==> config.mk <==
export PLATFORM = sky130hd
export DESIGN_NAME = dct_ctrl
export DESIGN_NICKNAME = d
export VERILOG_FILES = /design/src/rtl/dct_pkg.sv /design/src/rtl/pingpong_buf.sv /design/src/rtl/dct_ctrl.sv
export SDC_FILE = /design/constraint.sdc
export NUM_CORES = 1
export LEC_CHECK = 0
export CAP_MARGIN = 20
export CORE_ASPECT_RATIO = 0.5
export CORE_MARGIN = 8
export CORE_UTILIZATION = 45
export DETAILED_ROUTE_END_ITERATION = 8
export PLACE_DENSITY = 0.67
export SYNTH_ARGS = -nofsm -noshare
export SYNTH_HDL_FRONTEND = slang
export SYNTH_HIERARCHICAL = 1
export SYNTH_SLANG_ARGS = --single-unit
==> constraint.sdc <==
create_clock -name clk -period 4.11 [get_ports clk]
set_clock_uncertainty 0.2 [all_clocks]
set_input_delay 1.233 -clock clk [delete_from_list [all_inputs] [get_ports clk]]
set_output_delay 1.233 -clock clk [all_outputs]
set_load 0.02 [all_outputs]
==> src/rtl/dct_pkg.sv <==
// Shared types and helpers for the DCT input sequencer.
package dct_pkg;

    localparam int unsigned BLK_N    = 8;
    localparam int unsigned BLK_SIZE = 64;

    typedef enum logic [1:0] {
        StIdle,
        StSum,
        StDiff
    } feed_state_e;

    // Butterfly column order: k = 0..7 -> columns 0,7,1,6,2,5,3,4.
    function automatic logic [2:0] bfly_col(input logic [2:0] k);
        if (k[0]) begin
            return 3'd7 - {1'b0, k[2:1]};
        end
        return {1'b0, k[2:1]};
    endfunction

endpackage

==> src/rtl/pingpong_buf.sv <==
// Two-bank sample store: one write port, one read port with 1-cycle latency.
// The read data register returns zero on cycles without a read so idle output is clean.
module pingpong_buf #(
    parameter int unsigned DATA_WIDTH = 8,
    parameter int unsigned DEPTH      = 64
) (
    input  logic                     i_clk,
    input  logic                     i_rst,
    input  logic                     i_we,
    input  logic                     i_wr_bank,
    input  logic [$clog2(DEPTH)-1:0] i_wr_addr,
    input  logic [DATA_WIDTH-1:0]    i_wr_data,
    input  logic                     i_re,
    input  logic                     i_rd_bank,
    input  logic [$clog2(DEPTH)-1:0] i_rd_addr,
    output logic [DATA_WIDTH-1:0]    o_rd_data
);

    logic [DATA_WIDTH-1:0] r_mem [2*DEPTH];
    logic [DATA_WIDTH-1:0] r_rd_data;

    // Write port: bank select forms the address MSB.
    always_ff @(posedge i_clk) begin
        if (i_we) begin
            r_mem[{i_wr_bank, i_wr_addr}] <= i_wr_data;
        end
    end

    // Registered read port.
    always_ff @(posedge i_clk) begin
        if (i_rst) begin
            r_rd_data <= '0;
        end else if (i_re) begin
            r_rd_data <= r_mem[{i_rd_bank, i_rd_addr}];
        end else begin
            r_rd_data <= '0;
        end
    end

    assign o_rd_data = r_rd_data;

endmodule

==> src/rtl/dct_ctrl.sv <==
// DCT input sequencer: buffers raster pixels in a ping-pong store and replays each
// block as a sum pass then a difference pass in butterfly column order.
module dct_ctrl #(
    parameter int unsigned DATA_WIDTH    = 8,
    parameter int unsigned OUT_PER_BLOCK = 64
) (
    input  logic                  clk,
    input  logic                  rst,
    input  logic [DATA_WIDTH-1:0] s_data,
    input  logic                  s_valid,
    output logic                  s_ready,
    output logic [DATA_WIDTH-1:0] dct_x,
    output logic                  dct_sumDiffSel,
    output logic                  dct_load,
    output logic                  feed_active,
    input  logic                  dct_valid,
    output logic                  block_done,
    output logic                  busy
);

    import dct_pkg::*;

    localparam int unsigned AW = $clog2(BLK_SIZE);
    localparam int unsigned CW = $clog2(BLK_N);
    localparam int unsigned OW = $clog2(OUT_PER_BLOCK);
    localparam logic [AW-1:0] LAST_IDX = AW'(BLK_SIZE - 1);
    localparam logic [OW-1:0] LAST_OUT = OW'(OUT_PER_BLOCK - 1);

    logic [1:0]    r_full;
    logic          r_wr_bank;
    logic [AW-1:0] r_wr_cnt;
    logic          r_rd_bank, w_rd_bank_d;
    logic [AW-1:0] r_rd_cnt, w_rd_cnt_d;
    feed_state_e   r_state, w_state_d;
    logic          r_load, r_sel, r_feed;
    logic [OW-1:0] r_out_cnt;
    logic          r_done;

    logic          w_wr_hs, w_wr_last;
    logic          w_rd_en, w_rd_release, w_next_full;
    logic [1:0]    w_full_set, w_full_clr;
    logic [AW-1:0] w_rd_addr;

    assign s_ready   = !rst && !r_full[r_wr_bank];
    assign w_wr_hs   = s_valid && s_ready;
    assign w_wr_last = w_wr_hs && (r_wr_cnt == LAST_IDX);
    assign w_rd_addr = {r_rd_cnt[AW-1:CW], bfly_col(r_rd_cnt[CW-1:0])};

    // A block finishing its write on the very edge DIFF ends still counts, so the
    // feed continues without an idle bubble.
    assign w_next_full = r_full[!r_rd_bank] || (w_wr_last && (r_wr_bank != r_rd_bank));

    assign w_full_set = w_wr_last    ? (2'b01 << r_wr_bank) : 2'b00;
    assign w_full_clr = w_rd_release ? (2'b01 << r_rd_bank) : 2'b00;

    // Write pointer and fill counter.
    always_ff @(posedge clk) begin
        if (rst) begin
            r_wr_cnt  <= '0;
            r_wr_bank <= 1'b0;
        end else if (w_wr_hs) begin
            r_wr_cnt <= r_wr_cnt + AW'(1);
            if (w_wr_last) begin
                r_wr_bank <= !r_wr_bank;
            end
        end
    end

    // Bank-full flags; write-side set and read-side clear always target different banks.
    always_ff @(posedge clk) begin
        if (rst) begin
            r_full <= 2'b00;
        end else begin
            r_full <= (r_full | w_full_set) & ~w_full_clr;
        end
    end

    // Read FSM state, read counter and read bank.
    always_ff @(posedge clk) begin
        if (rst) begin
            r_state   <= StIdle;
            r_rd_cnt  <= '0;
            r_rd_bank <= 1'b0;
        end else begin
            r_state   <= w_state_d;
            r_rd_cnt  <= w_rd_cnt_d;
            r_rd_bank <= w_rd_bank_d;
        end
    end

    // Read FSM next state: SUM pass then DIFF pass over the same bank.
    always_comb begin
        w_state_d    = r_state;
        w_rd_cnt_d   = r_rd_cnt;
        w_rd_bank_d  = r_rd_bank;
        w_rd_en      = 1'b0;
        w_rd_release = 1'b0;
        unique case (r_state)
            StIdle: begin
                if (r_full[r_rd_bank]) begin
                    w_state_d = StSum;
                end
            end
            StSum: begin
                w_rd_en    = 1'b1;
                w_rd_cnt_d = r_rd_cnt + AW'(1);
                if (r_rd_cnt == LAST_IDX) begin
                    w_state_d = StDiff;
                end
            end
            StDiff: begin
                w_rd_en    = 1'b1;
                w_rd_cnt_d = r_rd_cnt + AW'(1);
                if (r_rd_cnt == LAST_IDX) begin
                    w_rd_release = 1'b1;
                    w_rd_bank_d  = !r_rd_bank;
                    w_state_d    = w_next_full ? StSum : StIdle;
                end
            end
            default: begin
                w_state_d = StIdle;
            end
        endcase
    end

    pingpong_buf #(
        .DATA_WIDTH (DATA_WIDTH),
        .DEPTH      (BLK_SIZE)
    ) u_buf (
        .i_clk     (clk),
        .i_rst     (rst),
        .i_we      (w_wr_hs),
        .i_wr_bank (r_wr_bank),
        .i_wr_addr (r_wr_cnt),
        .i_wr_data (s_data),
        .i_re      (w_rd_en),
        .i_rd_bank (r_rd_bank),
        .i_rd_addr (w_rd_addr),
        .o_rd_data (dct_x)
    );

    // Side-band outputs delayed one stage to line up with the RAM read data.
    always_ff @(posedge clk) begin
        if (rst) begin
            r_feed <= 1'b0;
            r_load <= 1'b0;
            r_sel  <= 1'b0;
        end else begin
            r_feed <= w_rd_en;
            r_load <= w_rd_en && (r_rd_cnt[CW-1:0] == '0);
            r_sel  <= (r_state == StDiff);
        end
    end

    // Completion counter over datapath valid pulses.
    always_ff @(posedge clk) begin
        if (rst) begin
            r_out_cnt <= '0;
            r_done    <= 1'b0;
        end else if (dct_valid) begin
            if (r_out_cnt == LAST_OUT) begin
                r_out_cnt <= '0;
                r_done    <= 1'b1;
            end else begin
                r_out_cnt <= r_out_cnt + OW'(1);
                r_done    <= 1'b0;
            end
        end else begin
            r_done <= 1'b0;
        end
    end

    assign feed_active    = r_feed;
    assign dct_load       = r_load;
    assign dct_sumDiffSel = r_sel;
    assign block_done     = r_done;
    assign busy           = (|r_full) || (r_state != StIdle);

endmodule

==> flow_metrics.env <==
export IMPL_outcome="completed"
export IMPL_grt_antenna_before_repair=0
export IMPL_cts_setup_buffers=0
export IMPL_timing_final_crit_share_pct=93.88
export IMPL_final_seq_area_sq_um=31470
export IMPL_path_cells="clkdlybuf4s50_1, nor2_1, clkdlybuf4s50_1"
export IMPL_drt_iter0_drc=2523
export IMPL_critPathMaxFanout=2
export IMPL_num_vias=22170
export IMPL_grt_pass1_vias=21900
export IMPL_synth_cell_types=48
export IMPL_synth_compound_area_share_pct=4.546
export IMPL_grt_use_met1_pct=26.79
export IMPL_internal_power_uw=17710
export IMPL_dp_hpwl_mm=61.70
export IMPL_die_y_um=231.8
export IMPL_crit_path_max_incr_delay_ps=630
export IMPL_hold_buffers=0
export IMPL_cts_tree="done"
export IMPL_synth_mux_area_share_pct=12.96
export IMPL_synth_area_leaders="edfxtp_1 73%, mux2i_1 9.5%, mux4_2 3.4%"
export IMPL_grt_overflow=0
export IMPL_maxCapViolCount=0
export IMPL_setup_ws_ps=251.6
export IMPL_cp_common_cell="clkdlybuf4s50_1"
export IMPL_fin_util_pct=50.98
export IMPL_dr_pass1_iters=6
export IMPL_p_clk_share_pct=38.2
export IMPL_viasPerCell=5.800
export IMPL_rsz0062_at_grt="false"
export IMPL_power_density_nw_per_um2=485.3
export IMPL_drc=0
export IMPL_grt_pass1_wl_mm=144.8
export IMPL_switching_share_pct=22.70
export IMPL_cts_root_buf="clkbuf_16"
export IMPL_fin_nets=2512
export IMPL_start_kind="input port"
export IMPL_period_needed_ps=3858
export IMPL_hold_violations=0
export IMPL_yosysSeqAreaShare_pct=75.08
export IMPL_fmax_mhz=259.2
export IMPL_comb_power_share_pct=10.0
export IMPL_yosys_area_share_xor_xnor_pct=0.3134
export IMPL_htreeDepth=3
export IMPL_cts_sinks=1060
export IMPL_peakVddDrop_mv=0.3424
export IMPL_synth_simple_area_share_pct=4.788
export IMPL_areaGrowthSynthToFinish_pct=12.63
export IMPL_instances_no_fill=3823
export IMPL_slew_violations=0
export IMPL_end_kind="primary output"
export IMPL_routabilityCongestion=0.9121
export IMPL_cts_buffers_inserted=94
export IMPL_grtUsageTotal_pct=18.51
export IMPL_worst_ep_arrival_time_ps=2430
export IMPL_place_ws_ps=-18.89
export IMPL_top_usage_layer="met2"
export IMPL_required_ps=2680
export IMPL_insertion_delay_ps=660
export IMPL_setup_viol=0
export IMPL_drive_gt1_share_pct=13.98
export IMPL_r2r_start="r_rd_cnt[0]$_SDFFE_PP0P_"
export IMPL_cts_resized=0
export IMPL_grt_util_met2_pct=28.92
export IMPL_cts_buffer_depth=3
export IMPL_cp_startpoint="rst"
export IMPL_met3_usage_pct=3.377
export IMPL_wire_per_inst_um=25.62
export IMPL_setup_tns_final_ps=0
export IMPL_synth_common_cells="1024 x edfxtp_1, 396 x mux2i_1, 176 x a22oi_1, 147 x nor2_1, 116 x nand3_1"
export IMPL_io_buffer_count=25
export IMPL_synth_nets=2401
export IMPL_yosys_area_top_type="edfxtp_1"
export IMPL_cpMaxStageDelayCell="clkdlybuf4s50_1"
export IMPL_whs_ps=318.7
export IMPL_synthAdderAreaFrac_pct=0.2388
export IMPL_netlist_area_leader_share_pct=73.36
export IMPL_cts_clk_slew_worst_paths_ps=60
export IMPL_p_leak_uw=0.01421
export IMPL_syn_area_sq_um=41920
export IMPL_postSynthCellCount=2381
export IMPL_synthFlopType="edfxtp_1"
export IMPL_coreArea_sq_um=92620
export IMPL_p_switching_uw=5202
export IMPL_multi_input_area_sq_um=9654
export IMPL_hold_class="reg2reg"
export IMPL_synth_area_per_cell_sq_um=17.61
export IMPL_dp_cells=3651
export IMPL_ios=26
export IMPL_synth_top_family_by_area="multiplexers"
export IMPL_fillers=7399
export IMPL_synth_edf_count=1024
export IMPL_antenna_cells=0
export IMPL_tightest_slew_ps=942.9
export IMPL_slew_limit_headroom_pct=37.14
export IMPL_routed_wl_mm=97.93
export IMPL_synth_seq_cells=1060
export IMPL_dieArea_sq_um=103800
export IMPL_start_util_pct=45.26
export IMPL_detail_route_antenna_nets=0
export IMPL_hold_start="r_out_cnt[5]$_SDFFE_PP0P_"
export IMPL_grt_max_degree=97
export IMPL_die_w_um=447.6
export IMPL_yosysWarnings=6
export IMPL_p_seq_share_pct=51.8
export IMPL_path_class="in2out"
export IMPL_synth_most_common_cell="edfxtp_1"
export IMPL_fp_row_count=79
export IMPL_async_flop_share_pct=0
-- stage by stage --
| stage | total power [uW] | instance area (sq um) |
|---|---|---|
| 2_1_floorplan | 13670 | 41920 |
| 3_3_place_gp | 14380 | 44160 |
| 3_5_place_dp | 14390 | 44160 |
| 4_1_cts | 23050 | 47210 |
| 5_1_grt | 23570 | 47210 |
| 6_report | 22910 | 47210 |
-- cells in the final DEF (no fill, tap or decap), types with 4 or more instances in the layout --
cell,instances
a211oi_1,17
a21oi_1,55
a22oi_1,176
a41oi_1,6
and2_1,4
buf_12,21
buf_4,112
bufinv_16,10
clkbuf_1,15
clkbuf_16,97
clkdlybuf4s50_1,17
clkinv_1,17
clkinv_2,22
clkinvlp_4,6
dfxtp_1,36
edfxtp_1,1024
ha_1,7
inv_1,8
mux2i_1,396
mux4_2,64
nand2_1,65
nand2b_1,4
nand3_1,116
nand4_1,24
nor2_1,145
nor2b_1,19
nor2b_4,4
nor3_1,19
xnor2_1,5
xor2_1,9
-- sequential cells by signal (all words and copies together) (netlist names), 2 cells and up --
name,flops
r_wr_cnt,6
r_rd_cnt,6
r_full,2
r_out_cnt,6
u_buf/r_mem,1024
r_state,2
u_buf/o_rd_data,8
-- cells by family after synthesis --
| group | Yosys count |
|---|---|
| simple gates | 426 |
| compound gates | 267 |
| xor+xnor | 15 |
| flops | 1060 |
| fa+ha+maj | 8 |
| mux | 462 |
| buf+inv | 143 |
-- area by class of cell --
cell class,instances,share of cell area [%]
clock buffers,114,5.319
well taps,1255,3.326
clock inverters,58,1.155
inverters,8,0.06360
multi-input cells,1178,20.45
repair buffers,150,3.032
flip-flops and latches,1060,66.66
-- critical path: cells and delay by family --
kind | cells | cell delay, ps
buffers and inverters | 2 | 1050
and+or+nand+nor | 1 | 140
-- path summary, 6_finish.rpt --
path | endpoint | depth (start not counted) | slack, ps
worst min register to register | r_out_cnt[5]$_SDFFE_PP0P_ | 2 | 320
worst max-delay path | s_ready | 3 | 250
worst max register to register | u_buf/o_rd_data[7]$_SDFF_PP0_ | 9 | 400
worst min-delay path | r_out_cnt[5]$_SDFFE_PP0P_ | 2 | 320
-- metal layers --
metal | part of all wire, % | wire length [um]
met5 | 0 | 0
met1 | 44 | 43050
met2 | 46 | 45000
met3 | 7.3 | 7106
met4 | 2.8 | 2784
-- power by group through the flow --
stage / clock network [uW] / registers, uW / logic [uW]
5_1_grt: 9290 / 11900 / 2410
6_report: 8760 / 11900 / 2280
2_1_floorplan: 0 / 12100 / 1560
3_3_place_gp: 0 / 12100 / 2270
3_5_place_dp: 0 / 12100 / 2280
4_1_cts: 8900 / 11900 / 2290
No activity file was read; power rests on OpenSTA's default activity.
